File: config.mk
export PLATFORM = sky130hd
export DESIGN_NAME = hwpe_dma_loader
export DESIGN_NICKNAME = d
export VERILOG_FILES = /design/src/rtl/hwpe_dma_loader_pkg.sv /design/src/rtl/hwpe_dma_loader.sv
export SDC_FILE = /design/constraint.sdc
export NUM_CORES = 1
export LEC_CHECK = 0
export CORE_MARGIN = 1.5
export CORE_UTILIZATION = 41
export CTS_CLUSTER_SIZE = 25
export DETAILED_ROUTE_END_ITERATION = 8
export PLACE_DENSITY = 0.68
export SYNTH_ARGS = -nofsm -noshare
export SYNTH_HDL_FRONTEND = slang
export SYNTH_SLANG_ARGS = --single-unit
File: constraint.sdc
create_clock -name clk -period 8.5 [get_ports clk]
set_input_delay 1.7 -clock clk [delete_from_list [all_inputs] [get_ports clk]]
set_output_delay 1.7 -clock clk [all_outputs]
set_load 0.05 [all_outputs]
File: src/rtl/hwpe_dma_loader_pkg.sv
//------------------------------------------------------------------------------
// Module  : hwpe_dma_loader_pkg
// Brief   : FSM state encodings and bus width constants for the DMA loader.
// Revision: 1.0 - initial release
//------------------------------------------------------------------------------
`default_nettype none

package hwpe_dma_loader_pkg;

  localparam int ICB_DW = 32;
  localparam int ICB_MW = 4;
  localparam int DMA_DW = 64;

  localparam logic [2:0] DL_IDLE   = 3'd0;
  localparam logic [2:0] DL_CMD_LO = 3'd1;
  localparam logic [2:0] DL_RSP_LO = 3'd2;
  localparam logic [2:0] DL_CMD_HI = 3'd3;
  localparam logic [2:0] DL_RSP_HI = 3'd4;
  localparam logic [2:0] DL_WRITE  = 3'd5;
  localparam logic [2:0] DL_FIN    = 3'd6;

endpackage

`default_nettype wire

File: src/rtl/hwpe_dma_loader.sv
//------------------------------------------------------------------------------
// Module  : hwpe_dma_loader
// Brief   : Descriptor DMA pulling 32-bit ICB words, packing pairs into 64-bit
//           little-endian HWPE SRAM writes.
// Revision: 1.0 - initial release
//------------------------------------------------------------------------------
`default_nettype none

module hwpe_dma_loader
  import hwpe_dma_loader_pkg::*;
#(
  parameter int HWPE_AW = 16,
  parameter int LEN_W   = 16,
  parameter int SRC_AW  = 32
) (
  input  logic               clk,
  input  logic               rst,
  input  logic               start,
  input  logic [SRC_AW-1:0]  src_addr,
  input  logic [HWPE_AW-1:0] dst_addr,
  input  logic [LEN_W-1:0]   len,
  output logic               busy,
  output logic               done,
  output logic               err,
  output logic               icb_cmd_valid,
  input  logic               icb_cmd_ready,
  output logic [SRC_AW-1:0]  icb_cmd_addr,
  output logic               icb_cmd_read,
  output logic [ICB_DW-1:0]  icb_cmd_wdata,
  output logic [ICB_MW-1:0]  icb_cmd_wmask,
  input  logic               icb_rsp_valid,
  output logic               icb_rsp_ready,
  input  logic [ICB_DW-1:0]  icb_rsp_rdata,
  input  logic               icb_rsp_err,
  output logic               dma_wen,
  output logic [HWPE_AW-1:0] dma_wa,
  output logic [DMA_DW-1:0]  dma_wd
);

  logic [2:0]         r_state;
  logic [2:0]         w_state_nxt;
  logic [SRC_AW-1:0]  r_src_ptr;
  logic [SRC_AW-1:0]  w_src_nxt;
  logic [HWPE_AW-1:0] r_dst_ptr;
  logic [HWPE_AW-1:0] w_dst_nxt;
  logic [LEN_W-1:0]   r_remaining;
  logic [LEN_W-1:0]   w_remaining_nxt;
  logic [ICB_DW-1:0]  r_lo;
  logic               w_cmd_hs;
  logic               w_in_rsp;
  logic               w_accept;

  assign icb_cmd_read  = 1'b1;
  assign icb_cmd_wdata = '0;
  assign icb_cmd_wmask = '0;
  assign icb_rsp_ready = 1'b1;

  assign w_cmd_hs = icb_cmd_valid & icb_cmd_ready;
  assign w_in_rsp = (r_state == DL_RSP_LO) || (r_state == DL_RSP_HI);
  assign w_accept = (r_state == DL_IDLE) && start;

  always_comb begin
    w_state_nxt     = r_state;
    w_src_nxt       = r_src_ptr;
    w_dst_nxt       = r_dst_ptr;
    w_remaining_nxt = r_remaining;
    case (r_state)
      DL_IDLE: begin
        if (start) begin
          w_src_nxt       = src_addr;
          w_dst_nxt       = dst_addr;
          w_remaining_nxt = len;
          w_state_nxt     = (len == '0) ? DL_FIN : DL_CMD_LO;
        end
      end
      DL_CMD_LO: if (w_cmd_hs) w_state_nxt = DL_RSP_LO;
      DL_RSP_LO: if (icb_rsp_valid) w_state_nxt = icb_rsp_err ? DL_FIN : DL_CMD_HI;
      DL_CMD_HI: if (w_cmd_hs) w_state_nxt = DL_RSP_HI;
      DL_RSP_HI: if (icb_rsp_valid) w_state_nxt = icb_rsp_err ? DL_FIN : DL_WRITE;
      DL_WRITE: begin
        w_src_nxt       = r_src_ptr + SRC_AW'(8);
        w_dst_nxt       = r_dst_ptr + HWPE_AW'(8);
        w_remaining_nxt = r_remaining - LEN_W'(1);
        w_state_nxt     = (w_remaining_nxt == '0) ? DL_FIN : DL_CMD_LO;
      end
      DL_FIN:  w_state_nxt = DL_IDLE;
      default: w_state_nxt = DL_IDLE;
    endcase
  end

  // All handshake/status outputs are decoded from the next state so they are
  // registered yet aligned with the state they belong to.
  always_ff @(posedge clk or posedge rst) begin
    if (rst) begin
      r_state       <= DL_IDLE;
      r_src_ptr     <= '0;
      r_dst_ptr     <= '0;
      r_remaining   <= '0;
      r_lo          <= '0;
      busy          <= 1'b0;
      done          <= 1'b0;
      err           <= 1'b0;
      icb_cmd_valid <= 1'b0;
      icb_cmd_addr  <= '0;
      dma_wen       <= 1'b0;
      dma_wa        <= '0;
      dma_wd        <= '0;
    end else begin
      r_state       <= w_state_nxt;
      r_src_ptr     <= w_src_nxt;
      r_dst_ptr     <= w_dst_nxt;
      r_remaining   <= w_remaining_nxt;
      busy          <= (w_state_nxt != DL_IDLE);
      done          <= (w_state_nxt == DL_FIN);
      icb_cmd_valid <= (w_state_nxt == DL_CMD_LO) || (w_state_nxt == DL_CMD_HI);
      icb_cmd_addr  <= (w_state_nxt == DL_CMD_HI) ? (w_src_nxt + SRC_AW'(4)) : w_src_nxt;
      dma_wen       <= (w_state_nxt == DL_WRITE);

      if (w_accept) begin
        err <= 1'b0;
      end else if (w_in_rsp && icb_rsp_valid && icb_rsp_err) begin
        err <= 1'b1;
      end

      if ((r_state == DL_RSP_LO) && icb_rsp_valid) begin
        r_lo <= icb_rsp_rdata;
      end

      // The high word lands straight in the write-data register; a failed
      // high beat leaves the previous write untouched.
      if ((r_state == DL_RSP_HI) && icb_rsp_valid && !icb_rsp_err) begin
        dma_wa <= r_dst_ptr;
        dma_wd <= {icb_rsp_rdata, r_lo};
      end
    end
  end

endmodule

`default_nettype wire
==> results of run 1 <==
routing by layer:
layer / wire, µm / vias up / GRT usage, %
li1: - / 3970 / -
met1: 12800 / 4058 / 29.7
met2: 12500 / 311 / 32.7
met3: 1780 / 36 / 3.65
met4: 477 / 0 / 4.50
met5: 0 / - / 0
worst max-delay path, cell delays in order:
cell	delay (ps)
clkdlybuf4s50_1	610
or4b_1	890
nand2_2	480
o22a_1	280
ha_1	200
nand4_1	270
nor3_4	440
nand4_1	180
xnor2_1	170
layout make-up:
cell class                 instances  area, µm²
clock buffer                      34        698
clock inverter                     6       73.8
fill                            2184      11100
inverter                          17       71.3
multi-input combinational        767       4550
sequential                       214       5360
tap                              324        405
timing repair buffer             226       2240
stage by stage:
stage | total power (µW) | setup slack, ps
2_1_floorplan | 3570 | 949
3_3_place_gp | 4340 | 3230
3_5_place_dp | 4370 | 3180
4_1_cts | 5400 | 3670
5_1_grt | 5670 | 3440
6_report | 5370 | 3640
power by group through the flow:
| stage | Clock [µW] | Combinational [µW] | Sequential, µW |
|---|---|---|---|
| 3_3_place_gp | 0 | 2490 | 1840 |
| 2_1_floorplan | 0 | 1070 | 2500 |
| 6_report | 1010 | 2520 | 1840 |
| 5_1_grt | 1070 | 2690 | 1910 |
| 4_1_cts | 1030 | 2540 | 1830 |
| 3_5_place_dp | 0 | 2530 | 1840 |
cells in the final DEF (no fill, tap or decap), types with 11 or more instances in the layout:
cell type / count
nand2_1: 310
o21ai_0: 32
xnor2_1: 31
mux2_2: 39
clkdlybuf4s50_1: 218
nor3_1: 20
conb_1: 38
nand3_1: 26
dfrtp_1: 214
clkbuf_16: 24
nand4_1: 14
nor2_1: 39
a31oi_1: 11
a21oi_1: 14
a221o_1: 19
inv_1: 15
flip-flops by register name, indices dropped and copies added, names as in the netlist, named ones only:
name,cells
r_state,3
r_dst_ptr,16
dma_wen,1
dma_wa,16
icb_cmd_addr,30
dma_wd,64
err,1
done,1
r_src_ptr,30
busy,1
r_remaining,16
icb_cmd_valid,1
r_lo,32
final timing paths:
kind	startpoint	endpoint	cells past startpoint
max in group asynchronous	rst	r_lo[5]	3
min in group asynchronous	rst	dma_wd[48]	2
max reg2reg	r_state[2]	icb_cmd_addr[28]	8
max	start	icb_cmd_addr[28]	9
min reg2reg	r_lo[11]	dma_wd[11]	2
min	r_lo[11]	dma_wd[11]	2
logic make-up after synthesis:
kind of cell    count (synthesis)
compound gates                139
xor+xnor                       39
fa+ha+maj                       5
buf+inv                       113
flops                         214
mux                            44
other cells                     2
simple gates                  502
Yosys cell counts (9+ instances only):
library cell  instances
and3_1               10
a221o_1              19
a32oi_1               9
nand4_1              14
o21ai_0              32
mux2_2               39
nand2_1             310
clkbuf_1             38
xnor2_1              31
nor3_1               20
inv_1                17
nor4_1               10
dfrtp_1             214
buf_4                42
buf_2                10
nand3_1              27
nor2_1               40
a31oi_1              11
a21oi_1              14
==> results_dict.tcl, run 1 <==
set metrics [dict create \
    cts_buffers 24 \
    setup-violations-final 0 \
    synth_fa_ha_area_share_pct 0.604 \
    criticalPathCategory "in2reg" \
    vias 8375 \
    finalSetupTns_ps 0 \
    finalHoldViolCount 0 \
    start_util_pct 42.2 \
    pwr-share-seq_pct 34.3 \
    synthMuxAreaShare_pct 4.72 \
    cts_resized 0 \
    p_int_uw 2970 \
    hold_slack_ps 458 \
    synth_xor_area_share_pct 3.30 \
    rows 57 \
    synth_ff_type "dfrtp_1" \
    power_density_nw_per_um2 401 \
    cts.sinks 214 \
    timing.final.crit_share_pct 57.1 \
    hold_buffers 0 \
    synthTopCellsByArea "dfrtp_1 52%, nand2_1 11%, mux2_2 4.2%, buf_4 3.0%, xnor2_1 2.6%" \
    first_pass_iters 5 \
    yosys_warnings 0 \
    clock_skew_ps 11.7 \
    post_drt_wl_per_cell_um 17.3 \
    grt_pass1_wl_um 43500 \
    cp-start-kind "input port" \
    synth_top_family_by_area "simple AND/OR/NAND/NOR gates" \
    io_pins 257 \
    rrSetupSlack_ps 4680 \
    clkTransAtPathRegs_ps 60 \
    cp-end-kind "flop" \
    rsz0062_at_grt "false" \
    grt_use_total_pct 20.6 \
    cts_tree "yes" \
    viasPerCell 5.27 \
    arrival_ps 5240 \
    yosys.cell_types.count 82 \
    yosys.area_share.simple_pct 23.5 \
    totalWireLength_um 27500 \
    grt_overflow 0 \
    syn_inst 1058 \
    period_needed_ps 4860 \
    synth_edf_count 0 \
    leakage_uw 0.00595 \
    clk_latency_ps 510 \
    fin_nets 1357 \
    io_buffer_count 218 \
    die_area_um2 26200 \
    cts_setup_buffers 0 \
    layout-drive-gt1-share_pct 9.73 \
    root_buffer "clkbuf_16" \
    max-cap-violations 0 \
    synth_compound_area_share_pct 10.2 \
    antenna_found_initial 0 \
    synth_seq_cells 214 \
    clock_path_buffers 3 \
    place_inst 1548 \
    switching_share_pct 44.7 \
    synth_top_area_share_pct 51.7 \
    worstMarginPinSlew_ps 1060 \
    n_antenna_cell 0 \
    netlist_area_um2 10400 \
    core_um2 24500 \
    final_area_um2 13400 \
    drc 0 \
    p_comb_share_pct 47.0 \
    syn_to_final_growth_pct 29.4 \
    cts-htree-levels 1 \
    die_w_um 162 \
    die_h_um 162 \
    clkPwrFrac_pct 18.7 \
    max_slew_margin_pct 29.5 \
    crit_required_ps 8880 \
    gp_congestion 0.889 \
    synth_area_leader_cell "dfrtp_1" \
    clock.fmax_mhz 206 \
    finish.utilization_pct 54.6 \
    yosysSeqAreaShare_pct 51.7 \
    vdd_drop_max_v 0.000230 \
    place_area_um2 12600 \
    critical_path.max_fanout 18 \
    grt_pass1_vias 8122 \
    grt_max_degree 137 \
    first_iter_violations 688 \
    fin_cells 1588 \
    ant_nets 0 \
    drv_slew 0 \
    worstHoldPathType "reg2reg" \
    avgSynthCellArea_um2 9.79 \
    synthArstFlopShare_pct 100 \
    status "completed" \
    hpwl_um 19000 \
    p_sw_uw 2400 \
]
(Power assumes the default switching activity.)
==> run 2, diff against run 1 <==
PLACE_DENSITY = 0.71   (was 0.68)
clock period = 4.1 ns   (was 8.5 ns; I/O delays follow)
==> results_dict.tcl, run 2 (same netlist as run 1, synthesis figures left out) <==
set metrics [dict create \
    cts-htree-levels 1 \
    rows 57 \
    power_density_nw_per_um2 825 \
    cp-end-kind "flop" \
    vias 8472 \
    hold_buffers 0 \
    die_area_um2 26200 \
    criticalPathCategory "in2reg" \
    clkTransAtPathRegs_ps 60 \
    cp-start-kind "input port" \
    gp_congestion 0.868 \
    fillCellCount 2136 \
    layout-drive-gt1-share_pct 10.1 \
    grt_pass1_vias 8238 \
    place_inst 1559 \
    max_slew_margin_pct 38.8 \
    hold_depth 2 \
    largestRegisters "dma_wd (64), r_lo (32)" \
    start_util_pct 42.2 \
    finalHoldViolCount 0 \
    hpwl_um 19600 \
    critical_path.max_fanout 13 \
    critPathMaxStageDelay_ps 540 \
    cts_tree "yes" \
    crit_chain "clkdlybuf4s50_1, nor4b_4, buf_4, nor2_2, nand2_1, nand2_1, and4_1, nor3b_4, nand4_1, xnor2_1" \
    finalSetupTns_ps 0 \
    p_int_uw 6140 \
    regMostFlops "dma_wd" \
    final_common_cell "nand2_1" \
    fin_cells 1598 \
    reg2reg_depth 8 \
    min_to "dma_wd[10]" \
    clk_latency_ps 500 \
    cts_resized 0 \
    post_drt_wl_per_cell_um 17.5 \
    crit_required_ps 4470 \
    fin_nets 1367 \
    r2r_end "icb_cmd_addr[31]" \
    hold_start "r_lo[10]" \
    p_sw_uw 4980 \
    slowest_stage "nor2_2" \
    die_w_um 162 \
    grt_use_total_pct 21.3 \
    switching_share_pct 44.8 \
    cp_common_cell "nand2_1" \
    worstHoldPathType "reg2reg" \
    pwr-share-seq_pct 34.5 \
    rsz0062_at_grt "false" \
    p_comb_share_pct 47.4 \
    leakage_uw 0.00598 \
    io_buffer_count 218 \
    worstMarginPinSlew_ps 918 \
    vdd_drop_max_v 0.000518 \
    drc 0 \
    core_um2 24500 \
    n_antenna_cell 0 \
    max-cap-violations 0 \
    clock_skew_ps 7.60 \
    cts.sinks 214 \
    regToRegStartpoint "r_state[2]" \
    arrival_ps 3790 \
    viasPerCell 5.30 \
    die_h_um 162 \
    grt_overflow 0 \
    setup-violations-final 0 \
    cts_setup_buffers 0 \
    largest_reg_flops 64 \
    clkPwrFrac_pct 18.1 \
    syn_to_final_growth_pct 30.2 \
    multi_input_area_um2 4550 \
    ant_nets 0 \
    cts_buffers 23 \
    first_iter_violations 813 \
    rrSetupSlack_ps 690 \
    status "completed" \
    final_cell_mix "310 x nand2_1, 218 x clkdlybuf4s50_1, 214 x dfrtp_1, 39 x mux2_2, 39 x nor2_1" \
    totalWireLength_um 28000 \
    grt_pass1_wl_um 44700 \
    timing.final.crit_share_pct 83.2 \
    grt_max_degree 83 \
    drv_slew 0 \
    clock.fmax_mhz 293 \
    antenna_found_initial 0 \
    first_pass_iters 5 \
    root_buffer "clkbuf_16" \
    io_pins 257 \
    clock_path_buffers 3 \
    period_needed_ps 3410 \
    seq_area_um2 5360 \
]
run 2: cell types whose count changed in the layout (fill, tap and decap cells not counted):
cell,delta
buf_12,+4
buf_4,+7
bufinv_16,+1
clkbuf_1,+4
clkbuf_16,-1
clkbuf_8,-4
clkinv_2,-1
clkinv_4,-2
clkinv_8,-1
clkinvlp_4,+2
inv_6,+2
inv_8,-1
run 2: how the worst max path moves through the flow:
stage / endpoint / slack [ps] / from
floorplan: async pin / 500 / rst
global placement: icb_cmd_addr[31] / 310 / start
detailed placement: icb_cmd_addr[31] / 210 / start
CTS: icb_cmd_addr[31] / 730 / r_state[2]
global route: icb_cmd_addr[31] / 480 / r_state[2]
finish: icb_cmd_addr[31] / 690 / start
run 2: power groups by stage:
stage	logic (µW)	clock network [µW]	registers, µW
final	5270	2010	3830
after global routing	5640	2170	3970
after CTS	5310	2070	3820
after global placement	5210	0	3840
after floorplan	2230	0	5180
after detailed placement	5280	0	3840
run 2: critical path: cells and delay by family:
kind,cells,cell delay (ps)
and+or+nand+nor,7,2120
buffers and inverters,2,700
xor gates and xnor gates,1,150
run 2: per-layer routing:
metal / GRT usage [%] / wire (µm)
met1: 30.5 / 12700
met2: 33.6 / 12800
met3: 3.60 / 2040
met4: 5.38 / 497
met5: 0 / 0
run 2: cell type report:
| class | count | area share [%] |
|---|---|---|
| sequential | 214 | 39.7 |
| clock buffer | 33 | 4.70 |
| inverter | 17 | 0.501 |
| timing repair buffer | 237 | 17.6 |
| tap | 324 | 3.01 |
| clock inverter | 6 | 0.668 |
| multi-input combinational | 767 | 33.8 |
run 2: metrics by stage:
stage	total power (µW)	hold WS, ps	setup slack, ps	cell area [µm²]	utilization [%]
6_report	11100	462	687	13500	54.9
4_1_cts	11200	462	732	13500	54.9
5_1_grt	11800	474	481	13500	54.9
3_3_place_gp	9050	439	312	12800	52.0
3_5_place_dp	9130	447	207	12800	52.0
2_1_floorplan	7410	435	496	10500	-
==> RTL change, RTL diff (settings of run 2) <==
Put one more register stage on the output `err`, with the module's reset. The value now appears one clock later. The other outputs are not delayed to match.
--- a/src/rtl/hwpe_dma_loader.sv
+++ b/src/rtl/hwpe_dma_loader.sv
@@ -36,6 +36,8 @@
   output logic [HWPE_AW-1:0] dma_wa,
   output logic [DMA_DW-1:0]  dma_wd
 );
+
+  logic err_s0;
 
   logic [2:0]         r_state;
   logic [2:0]         w_state_nxt;
@@ -99,7 +101,7 @@
       r_lo          <= '0;
       busy          <= 1'b0;
       done          <= 1'b0;
-      err           <= 1'b0;
+      err_s0        <= 1'b0;
       icb_cmd_valid <= 1'b0;
       icb_cmd_addr  <= '0;
       dma_wen       <= 1'b0;
@@ -117,9 +119,9 @@
       dma_wen       <= (w_state_nxt == DL_WRITE);
 
       if (w_accept) begin
-        err <= 1'b0;
+        err_s0 <= 1'b0;
       end else if (w_in_rsp && icb_rsp_valid && icb_rsp_err) begin
-        err <= 1'b1;
+        err_s0 <= 1'b1;
       end
 
       if ((r_state == DL_RSP_LO) && icb_rsp_valid) begin
@@ -135,6 +137,14 @@
     end
   end
 
+  always_ff @(posedge clk or posedge rst) begin
+    if (rst) begin
+      err <= '0;
+    end else begin
+      err <= err_s0;
+    end
+  end
+
 endmodule
 
 `default_nettype wire
Formal check against the unedited RTL: not equivalent (a bounded check fails within 4 cycles, from zero or initial values and one cycle with rst high).
==> RTL change against run 2 <==
  * Final cell count up 0.75%
  * Cell area up 0.65%
  * Clock skew up 7.1 ps
  * Die area up 0.24%
  * Total power up 1.5%
  * Sequential cell count up 1
  * Non-clock buffer count up 3
  * Setup slack better by 83 ps
  * Area after synthesis up 0.24%
  * Routed wire length down 2.2%
  * Critical endpoint is now busy$_DFF_PP0_
==> RTL change: results (changes against run 2) <==
Placement
- 12,800 sq um — total placed instance area, +0.24%
- 19,300 um — HPWL reported at the end of detailed placement, -1.4%
- 342 ps — Place WS, +135 ps
- 0.859 — weighted congestion reported at the end of routability-driven placement, -1.0%

Setup path
- 9 — Worst Reg-to-Reg Cells, +1
- 3700 ps — worst path arrival time, -90 ps
- 770 ps — register-to-register setup slack, +80 ps
- 6 — Crit Path Max Fanout, -7

Min path
- register to register — Min-Delay Path Class
- 0 — worst hold path cell count, -2

Route
- 12,500 um — met2 WL, -1.9%
- 12,300 um — wire length on met1, -2.9%
- 5.29 — via density per instance, -0.27%
- 5 — DR pass1 iterations, unchanged
- 827 — violation count after the first detailed-routing iteration, +1.7%
- 2030 um — detailed route wirelength on metal3, -0.39%
- 27,400 um — Final Routed Wirelength, -2.2%

STA
- 0.394 — worst max-slew margin expressed relative to the limit, +0.00654
- 14.7 ps — worst-case clock skew, +7.07 ps
- 3330 ps — Final Critical Period, -82.7 ps
- 385 ps — smallest hold slack, -77.7 ps

Clock network
- 3 — maximum clock path buffer count, unchanged
- 0 — post-CTS sizing, unchanged
- 1 — number of H-tree branching levels, unchanged
- 0 — buffers inserted during post-CTS setup optimization, unchanged

Global route
- 8,201 — number of global-route vias before repair, -0.45%
- 0.206 — GRT Util Overall, -0.00724
- 0.0327 — global routing usage on met3, -0.00332
- 153 — pin count of the biggest net entering global routing, +84%
- 0.330 — global-route track usage on met2, -0.00566
- 0 — number of antenna violations at the first check in global routing, unchanged
- 0.292 — met1 Usage GRT, -0.0127
- 43,600 um — wire length of the first global-routing pass, -2.5%

Synthesis
- 0.518 — sequential element share of the synthesized area, +0.00116
- sky130_fd_sc_hd__dfrtp_1 52%, sky130_fd_sc_hd__nand2_1 11%, sky130_fd_sc_hd__mux2_2 4.2% — main area contributors after synthesis
- 310 x sky130_fd_sc_hd__nand2_1, 215 x sky130_fd_sc_hd__dfrtp_1, 42 x sky130_fd_sc_hd__buf_4 — Post-synth top cells
- 1.00 — proportion of synthesized flip-flops having asynchronous set or reset, unchanged
- 1,059 — synthesized instance count, +0.095%

Run status
- complete, no violations — status

Pwr
- 832 nW/um^2 — pwr/cell area, +0.84%
- 6.28 mW — internal power contribution, +2.2%
- 0.449 mV — peak ir drop on the vdd network, -13%
- 6.04 nW — leakage, +0.95%
- 5.36 mW — comb pwr, +2%

Cells and area
- 1,610 — final non-filler cell total, +0.75%
- 1,371 — final layout net count, +0.29%
- 0.108 — share of cells above drive strength 1, +0.00664

==> RTL change: cell types whose count changed after synthesis, sizes merged <==
cell | run 2 | this run
dfrtp | 214 | 215
==> RTL change: cell type report <==
type | count | area [sq um]
tap | 330 | 413
antenna | 1 | 2.50
inverter | 17 | 67.6
fill | 2226 | 11500
timing repair buffer | 240 | 2370
multi-input combinational | 767 | 4550
clock inverter | 9 | 123
clock buffer | 31 | 656
sequential | 215 | 5380
==> RTL change: worst paths after layout <==
check                                      startpoint                         end
max                        r_remaining[0]$_DFFE_PP0P_              busy$_DFF_PP0_
min                                err_s0$_DFFE_PP0P_               err$_DFF_PP0_
max reg2reg                r_remaining[0]$_DFFE_PP0P_              busy$_DFF_PP0_
min reg2reg                        err_s0$_DFFE_PP0P_               err$_DFF_PP0_
max in group asynchronous                         rst  icb_cmd_addr[14]$_DFF_PP0_
min in group asynchronous                         rst      dma_wd[59]$_DFFE_PP0P_
==> RTL change: cells by family after synthesis <==
family / Yosys count / synth area share
muxes: 44 / 0.0471
AOI/OAI and AO/OA: 139 / 0.102
other: 2 / 0.000724
and+or+nand+nor: 502 / 0.235
buffers and inverters: 113 / 0.0581
xor gates and xnor gates: 39 / 0.0329
adders and majority gates: 5 / 0.00603
DFF: 215 / 0.518
==> RTL change: critical path: stages, from the launching register on <==
cell                      delay [ps]
sky130_fd_sc_hd__dfrtp_1         420
sky130_fd_sc_hd__inv_1           120
sky130_fd_sc_hd__ha_1            270
sky130_fd_sc_hd__or4b_1          580
sky130_fd_sc_hd__or3_1           430
sky130_fd_sc_hd__xor2_1          190
sky130_fd_sc_hd__nand3_1          90
sky130_fd_sc_hd__nor4b_1         460
sky130_fd_sc_hd__o21ai_0         240
sky130_fd_sc_hd__or3_1           410
